==> src/rtl/csr_unit_pkg.sv <==
// Shared types for the flag/status register stage: the csr_t flag word,
// the branch condition encoding and the flag word width.
package csr_unit_pkg;

  localparam int CSR_W = 4;

  // Flag word as produced by the ALU, MSB first: {Sign, Zero, Carry, Overflow}
  typedef struct packed {
    logic s;
    logic z;
    logic c;
    logic o;
  } csr_t;

  // Branch condition codes evaluated against a csr_t
  typedef enum logic [2:0] {
    COND_AL = 3'd0,
    COND_EQ = 3'd1,
    COND_NE = 3'd2,
    COND_LT = 3'd3,
    COND_GE = 3'd4,
    COND_CS = 3'd5,
    COND_CC = 3'd6,
    COND_GT = 3'd7
  } cond_t;

endpackage

==> src/rtl/csr_unit_shadow_stack.sv <==
// LIFO of saved flag words used across interrupt entry/return.
// Only the occupancy pointer is reset; entry contents are don't-care.
module csr_unit_shadow_stack
  import csr_unit_pkg::*;
#(
  parameter int DEPTH = 4
) (
  input  logic                       clk,
  input  logic                       rst,
  input  logic                       push,
  input  logic                       pop,
  input  csr_t                       push_data,
  output logic                       full,
  output logic                       empty,
  output logic [$clog2(DEPTH+1)-1:0] depth,
  output csr_t                       top
);

  localparam int DW = $clog2(DEPTH + 1);
  localparam int IW = (DEPTH > 1) ? $clog2(DEPTH) : 1;

  csr_t          mem_r [DEPTH];
  logic [DW-1:0] depth_r;
  logic [DW-1:0] top_ptr_s;

  assign full      = (depth_r == DW'(DEPTH));
  assign empty     = (depth_r == {DW{1'b0}});
  assign depth     = depth_r;
  assign top_ptr_s = depth_r - {{(DW-1){1'b0}}, 1'b1};
  assign top       = mem_r[top_ptr_s[IW-1:0]];

  // Occupancy pointer: push and pop are never both requested by the caller
  always_ff @(posedge clk) begin
    if (rst) begin
      depth_r <= {DW{1'b0}};
    end else if (push && !full) begin
      depth_r <= depth_r + {{(DW-1){1'b0}}, 1'b1};
    end else if (pop && !empty) begin
      depth_r <= top_ptr_s;
    end else begin
      depth_r <= depth_r;
    end
  end

  // Entry storage, written at the current pointer on push
  always_ff @(posedge clk) begin
    if (push && !full) begin
      mem_r[depth_r[IW-1:0]] <= push_data;
    end
  end

endmodule

==> src/rtl/csr_unit.sv <==
// Flag/status register stage after the ALU: commits flags, evaluates branch
// conditions and saves/restores flags across interrupts via a shadow stack.
module csr_unit
  import csr_unit_pkg::*;
#(
  parameter int DEPTH   = 4,
  parameter bit FORWARD = 1'b1
) (
  input  logic                       clk,
  input  logic                       rst,
  input  logic                       flags_we,
  input  logic [CSR_W-1:0]           csr_next,
  input  logic                       csr_wr_en,
  input  logic [CSR_W-1:0]           csr_wr_data,
  input  logic [2:0]                 cond,
  input  logic                       irq_enter,
  input  logic                       irq_ret,
  input  logic                       err_clr,
  output logic [CSR_W-1:0]           csr_q,
  output logic                       branch_taken,
  output logic [$clog2(DEPTH+1)-1:0] stack_depth,
  output logic                       stack_err
);

  csr_t csr_r;
  csr_t base_nxt_s;
  csr_t nxt_s;
  csr_t br_flags_s;
  csr_t top_s;
  logic full_s;
  logic empty_s;
  logic push_s;
  logic pop_s;
  logic err_set_s;
  logic err_r;

  csr_unit_shadow_stack #(
    .DEPTH (DEPTH)
  ) u_stack (
    .clk       (clk),
    .rst       (rst),
    .push      (push_s),
    .pop       (pop_s),
    .push_data (base_nxt_s),
    .full      (full_s),
    .empty     (empty_s),
    .depth     (stack_depth),
    .top       (top_s)
  );

  // Stack control and error detection; simultaneous enter+ret does neither
  always_comb begin
    push_s    = irq_enter && !irq_ret && !full_s;
    pop_s     = irq_ret && !irq_enter && !empty_s;
    err_set_s = (irq_enter && irq_ret)
              || (irq_enter && !irq_ret && full_s)
              || (irq_ret && !irq_enter && empty_s);
  end

  // Next-CSR priority mux: pop > software write > ALU flags > hold
  always_comb begin
    if (csr_wr_en) begin
      base_nxt_s = csr_t'(csr_wr_data);
    end else if (flags_we) begin
      base_nxt_s = csr_t'(csr_next);
    end else begin
      base_nxt_s = csr_r;
    end
    if (pop_s) begin
      nxt_s = top_s;
    end else begin
      nxt_s = base_nxt_s;
    end
  end

  // Committed flag register and sticky stack error (set wins over clear)
  always_ff @(posedge clk) begin
    if (rst) begin
      csr_r <= '0;
      err_r <= 1'b0;
    end else begin
      csr_r <= nxt_s;
      if (err_set_s) begin
        err_r <= 1'b1;
      end else if (err_clr) begin
        err_r <= 1'b0;
      end else begin
        err_r <= err_r;
      end
    end
  end

  assign csr_q     = csr_r;
  assign stack_err = err_r;

  // Branch flag selection with optional same-cycle bypass of ALU flags
  always_comb begin
    if (FORWARD && flags_we && !csr_wr_en && !irq_ret) begin
      br_flags_s = csr_t'(csr_next);
    end else begin
      br_flags_s = csr_r;
    end
  end

  // Condition decoder
  always_comb begin
    case (cond_t'(cond))
      COND_AL: branch_taken = 1'b1;
      COND_EQ: branch_taken = br_flags_s.z;
      COND_NE: branch_taken = !br_flags_s.z;
      COND_LT: branch_taken = (br_flags_s.s != br_flags_s.o);
      COND_GE: branch_taken = (br_flags_s.s == br_flags_s.o);
      COND_CS: branch_taken = br_flags_s.c;
      COND_CC: branch_taken = !br_flags_s.c;
      COND_GT: branch_taken = !br_flags_s.z && (br_flags_s.s == br_flags_s.o);
      default: branch_taken = 1'b0;
    endcase
  end

endmodule

==> config.mk <==
export PLATFORM = sky130hd
export DESIGN_NAME = csr_unit
export DESIGN_NICKNAME = d
export VERILOG_FILES = /design/src/rtl/csr_unit_pkg.sv /design/src/rtl/csr_unit_shadow_stack.sv /design/src/rtl/csr_unit.sv
export SDC_FILE = /design/constraint.sdc
export NUM_CORES = 1
export LEC_CHECK = 0
export BUFFER_PORTS_ARGS = -buffer_cell sky130_fd_sc_hd__buf_2
export CAP_MARGIN = 20
export CELL_PAD_IN_SITES_DETAIL_PLACEMENT = 1
export CELL_PAD_IN_SITES_GLOBAL_PLACEMENT = 1
export CORE_ASPECT_RATIO = 1.75
export CORE_UTILIZATION = 38
export CTS_CLUSTER_DIAMETER = 40
export DETAILED_ROUTE_END_ITERATION = 10
export PLACE_DENSITY = 0.77
export RECOVER_POWER = 50
export REMOVE_ABC_BUFFERS = 1
export SETUP_SLACK_MARGIN = 0.4
export SLEW_MARGIN = 0
export SYNTH_ARGS = -nofsm -noshare
export SYNTH_HDL_FRONTEND = slang
export SYNTH_SLANG_ARGS = --single-unit
export TNS_END_PERCENT = 5
==> constraint.sdc <==
create_clock -name clk -period 1.92 [get_ports clk]
set_input_delay 0.288 -clock clk [delete_from_list [all_inputs] [get_ports clk]]
set_output_delay 0.288 -clock clk [all_outputs]
set_load 0.01 [all_outputs]
Yosys cells after proc, flatten, opt, wreduce, memory -nomap -nowiden
Memory sizes are Yosys's and may differ from the RTL's.
Index checks and enable logic that the tools add are counted.
- bits of input ports: 18
- RAM bits: 16
- memories kept: 1
- output and inout bits: 9
- logic and storage cells: 55
- flip-flop bits (word level): 8
- memory list (memory ; words ; bits a word ; read ports ; clocked after memory_dff ; wr ports ; RTL line ; RTL):
    u_stack.mem_r ; 4 ; 4 ; 1 ; 0 ; 1 ; csr_unit_shadow_stack.sv:22 ; csr_t mem_r [DEPTH];
- multiplexer cells: 11
- equal/unequal tests: 10
- add/subtract/negate cells: 2
- reductions and logical operators: 25
- operator list (cell ; count):
    4-bit 2-to-1 mux ; 4
    3-bit == test, second input constant ; 5
    1-bit logical AND ; 12
    1-bit one-hot mux with 8 select lines ; 1
    1-bit zero test ; 7
    3-bit by 2-bit == test with 1-bit output, second input constant ; 2
    3-bit zero test ; 2
    3-bit 2-to-1 mux ; 2
    1-bit 2-to-1 mux ; 4
    2-bit nonzero test ; 2
    3-bit by 1-bit adder with 3-bit output, second input constant ; 1
    3-bit by 1-bit == test with 1-bit output, second input constant ; 1
    3-bit by 1-bit subtractor with 3-bit output, second input constant ; 1
    1-bit logical OR ; 2
    1-bit == test ; 1
    1-bit != test ; 1

Depth between registers and ports, before layout
- word-level depth: 7
- gate-level depth with buffers: 9
- depth with buffers taken out: 7

By module
A second synthesis with hierarchy kept.
- cell total of the unflattened synthesis: 104
- area, all modules: 1322.5 um^2
- modules (own cells, without submodules) (module ; sequential area each (um^2) ; instances ; area an instance (um^2) ; cells an instance):
    csr_unit_shadow_stack ; 540.5 ; 1 ; 872.1 ; 54
    csr_unit ; 100.1 ; 1 ; 450.4 ; 50

Least setup slack after synthesis
OpenSTA, ideal clock, no wires.
- path kind: reg-to-reg
- start point: register u_stack.depth_r[0], in the netlist u_stack.depth[0]
- end point: memory u_stack.mem_r[0][0] in the netlist's numbering, enable pin
- path slack: 0.023 ns
- clock period less this slack: 1.897 ns
- data arrival time: 1.588 ns
- data required time: 1.611 ns
- library setup time: 0.309 ns
- cell stages (with the launch flop): 6
- buffers on the path: 1
- cell sequence: dfxtp_1 -> buf_2 -> inv_1 -> ha_1 -> a211oi_2 -> and2_1
- longest elaborated chain between the ends: 6
- ends and longest elaborated chain (element ; RTL line ; RTL):
    from (decl) ; csr_unit_shadow_stack.sv:23 ; logic [DW-1:0] depth_r;
    from (signal assigned) ; csr_unit_shadow_stack.sv:35 ; depth_r <= {DW{1'b0}};
    from (signal assigned) ; csr_unit_shadow_stack.sv:37 ; depth_r <= depth_r + {{(DW-1){1'b0}}, 1'b1};
    from (signal assigned) ; csr_unit_shadow_stack.sv:39 ; depth_r <= top_ptr_s;
    3-bit == test ; csr_unit_shadow_stack.sv:26 ; assign full = (depth_r == DW'(DEPTH));
    1-bit zero test ; csr_unit_shadow_stack.sv:47, csr_unit.sv:53 ;
    1-bit logical AND ; csr_unit.sv:53 ; push_s = irq_enter && !irq_ret && !full_s;
    1-bit logical AND ; csr_unit_shadow_stack.sv:47 ; if (push && !full) begin
    1-bit 2-to-1 mux ; csr_unit_shadow_stack.sv:47 ;
    1-bit 2-to-1 mux (not written as such) ; csr_unit_shadow_stack.sv:48 ; mem_r[depth_r[IW-1:0]] <= push_data;
    to (decl) ; csr_unit_shadow_stack.sv:22 ;
Several ways; a longest one is shown, not always the timed one.

Worst setup path in the final report
- start point: register csr_r (netlist bit csr_q[3])
- end point: output port branch_taken
- longest elaborated chain between the ends: 4
- elaborated cells between the ends (all ways): 5
- those cells by class: eq/ne: 2; mux: 2; reduce/logical: 1
- ends and longest elaborated chain (element ; RTL line ; RTL):
    from (decl) ; csr_unit.sv:25 ; csr_t csr_r;
    from (signal assigned) ; csr_unit.sv:82 ; csr_r <= nxt_s;
    4-bit 2-to-1 mux (*) ; csr_unit.sv:98 ; if (FORWARD && flags_we && !csr_wr_en && !irq_ret) begin
    1-bit == test ; csr_unit.sv:112, csr_unit.sv:115 ;
    1-bit logical AND ; csr_unit.sv:115 ; COND_GT: branch_taken = !br_flags_s.z && (br_flags_s.s == br_flags_s.o);
    1-bit one-hot mux with 8 select lines (*) ; csr_unit.sv:107 ; case (cond_t'(cond))
    to (decl) ; csr_unit.sv:20 ; output logic branch_taken,
Mark *: on every way between the ends. The rest lies on a longest branch, timed or not.

==> results.cfg <==
[run_status]
outcome = complete, no violations

[setup_path]
critPathCaptureType = output pin
path_max_fanout = 3
cp.required_ps = 1630
worstSetupStartpointType = flip-flop
worstPathArrival_ps = 1490
crit_type = flip-flop to output pin

[run]
maxCapViolations = 0

[timing]
fin_skew_ps = 1.28
maxSlewViolCount = 0
tightestPinTransition_ps = 560
period_needed_ps = 1780
timing.final.hold_violations = 0
finalCritPeriodShare_pct = 92.6
finalSetupViolations = 0
rsz0062_at_grt = true
fin_ws_ps = 142
fin_setup_tns_ps = 0
maxSlewHeadroom_pct = 62.3
max_freq_mhz = 562

[pwr]
power_density_nw_per_um2 = 812
ir_worst_vdd_mv = 0.562
power_mw = 1.26
total_leakage_power_nw = 0.599

[floorplanning]
core.rowCount = 27
core-area_um2 = 3180
initial_core_util_pct = 40.1
fp.dieW_um = 45.7
die_height_um = 78.6
ios = 27
die_area_um2 = 3590

[place]
place_hpwl_um = 2350
place_ws_ps = 67.3
io_buffers = 26
dp_cells = 167
gp_congestion = 0.748

[yosys]
synthCells = 98
ys_seq_area_share_pct = 50.3
synth.distinct_cells = 31
synth_seq_cells = 24
synth_area_per_cell_um2 = 13.0
syn_area_um2 = 1270
yosys_warnings = 0

[routing]
vias = 885
drt-initial-drc-count = 6
wl_um = 2920
postRouteAntennaNets = 0
viasPerCell = 5.12
wl_per_cell_um = 16.9
drc = 0
first_pass_iters = 4

[grt]
overflow = 0
grt_pass1_wl_um = 4570
grt_antenna_before_repair = 0
globalRouteTotalUtil_pct = 18.0
grt_max_degree = 14
grt_pass1_vias = 1001

[cells_and_area]
final_common_cell = buf_2
drive_gt1_share_pct = 35.4
layout_common_cells = 18 x buf_2, 16 x edfxtp_1, 9 x nor2_1, 9 x mux2i_1, 8 x dfxtp_1
fin_util_pct = 49.1
nNetsFinal = 154
antenna_cells = 0
area_growth_pct = 22.4
stdcell_count = 173

[clock_tree]
clock_path_buffers = 2
clk_pin_slew_ps = 80
cts_max_level = 1
clock_sinks = 24
clk_latency_ps = 270
cts_root_buf = clkbuf_8
cts_tree = built
cts_buffers = 3

[hold_path]
hold_class = input pin to flip-flop
==> final cells by class <==
| type | instances | area, um2 |
|---|---|---|
| Multi-Input combinational cell | 65 | 604 |
| Clock inverter | 1 | 3.75 |
| Clock buffer | 3 | 41.3 |
| Sequential cell | 24 | 641 |
| Inverter | 4 | 15.0 |
| Tap cell | 43 | 53.8 |
| Timing Repair Buffer | 33 | 199 |
| Fill cell | 370 | 1620 |
==> sequential cells by signal, summed over array words and instances (netlist names) <==
| register | flops |
|---|---|
| csr_q | 4 |
| u_stack.mem_r | 16 |
| u_stack.depth | 3 |
| stack_err | 1 |
==> Yosys cell counts <==
cell type  instances  area, um2
edfxtp_1          16        480
mux2i_1           11        110
nor2_1             9       33.8
dfxtp_1            8        160
ha_1               5       62.6
nand2_1            5       18.8
o21ai_0            5       25.0
and2_1             4       25.0
inv_1              4       15.0
mux4_2             4       90.1
buf_6              3       33.8
xor2_1             3       26.3
a21oi_2            2       17.5
nand3_1            2       10.0
a211o_1            1       8.76
a211oi_2           1       12.5
a222oi_1           1       10.0
a22oi_2            1       12.5
and3_1             1       6.26
buf_1              1       3.75
buf_2              1       5.00
mux2_1             1       11.3
mux2_4             1       15.0
nand2b_1           1       6.26
nor3_2             1       10.0
nor3b_1            1       7.51
nor3b_2            1       12.5
nor3b_4            1       18.8
o2111ai_1          1       8.76
o22ai_1            1       6.26
xnor2_1            1       8.76
==> critical path, cell delays in order, from the launching register on <==
cell and delay (ps):
dfxtp_1 410, xor2_2 170, mux2i_2 90, nor3b_1 200, o21ai_1 90, o2111ai_1 80
buf_2 170
==> power breakdown <==
group | leakage [nW] | switching (mW) | internal [mW] | total, mW
sequential | 0.213 | 0.0252 | 0.592 | 0.618
clock | 0.0231 | 0.166 | 0.143 | 0.309
combinational | 0.364 | 0.178 | 0.161 | 0.338
total | 0.599 | 0.369 | 0.896 | 1.26
==> cells by family after synthesis <==
logic type	after synthesis	share of synthesized area (%)
fa+ha+maj	5	4.92
compound gates	13	7.96
xor+xnor	4	2.75
buf+inv	9	4.52
mux	17	17.8
flops	24	50.3
simple gates	26	11.7
==> per-layer routing <==
layer  up-vias  GRT usage [%]  share of wire (%)
li1        421              -                  -
met1       438           15.6                 34
met2        22           37.3                 61
met3         4           2.30                2.9
met4         0           6.18                1.3
met5         -              0                  0
==> metrics by stage <==
| step | hold WS [ps] | area (um2) |
|---|---|---|
| 3_5_place_dp | 515 | 1450 |
| 5_1_grt | 287 | 1560 |
| 2_1_floorplan | 350 | 1230 |
| 4_1_cts | 279 | 1570 |
| 3_3_place_gp | 480 | 1450 |
| 6_report | 275 | 1560 |
==> repair_timing <==
action	4_1_cts	5_1_grt
setup endpoints to repair	24	24
pin swaps	6	0
buffers inserted	2	0
resized for setup	15	0
hold buffers	0	0
==> worst paths after layout <==
kind | from | end | slack (ps) | depth (start not counted)
setup / recovery | csr_q[3] | branch_taken | 140 | 6
hold / removal | rst | u_stack.depth[1] | 270 | 2
setup reg to reg | u_stack.depth[1] | u_stack.mem_r[3][3] | 220 | 4
hold reg to reg | stack_err | stack_err | 530 | 2
No activity file was read; power rests on OpenSTA's default activity.
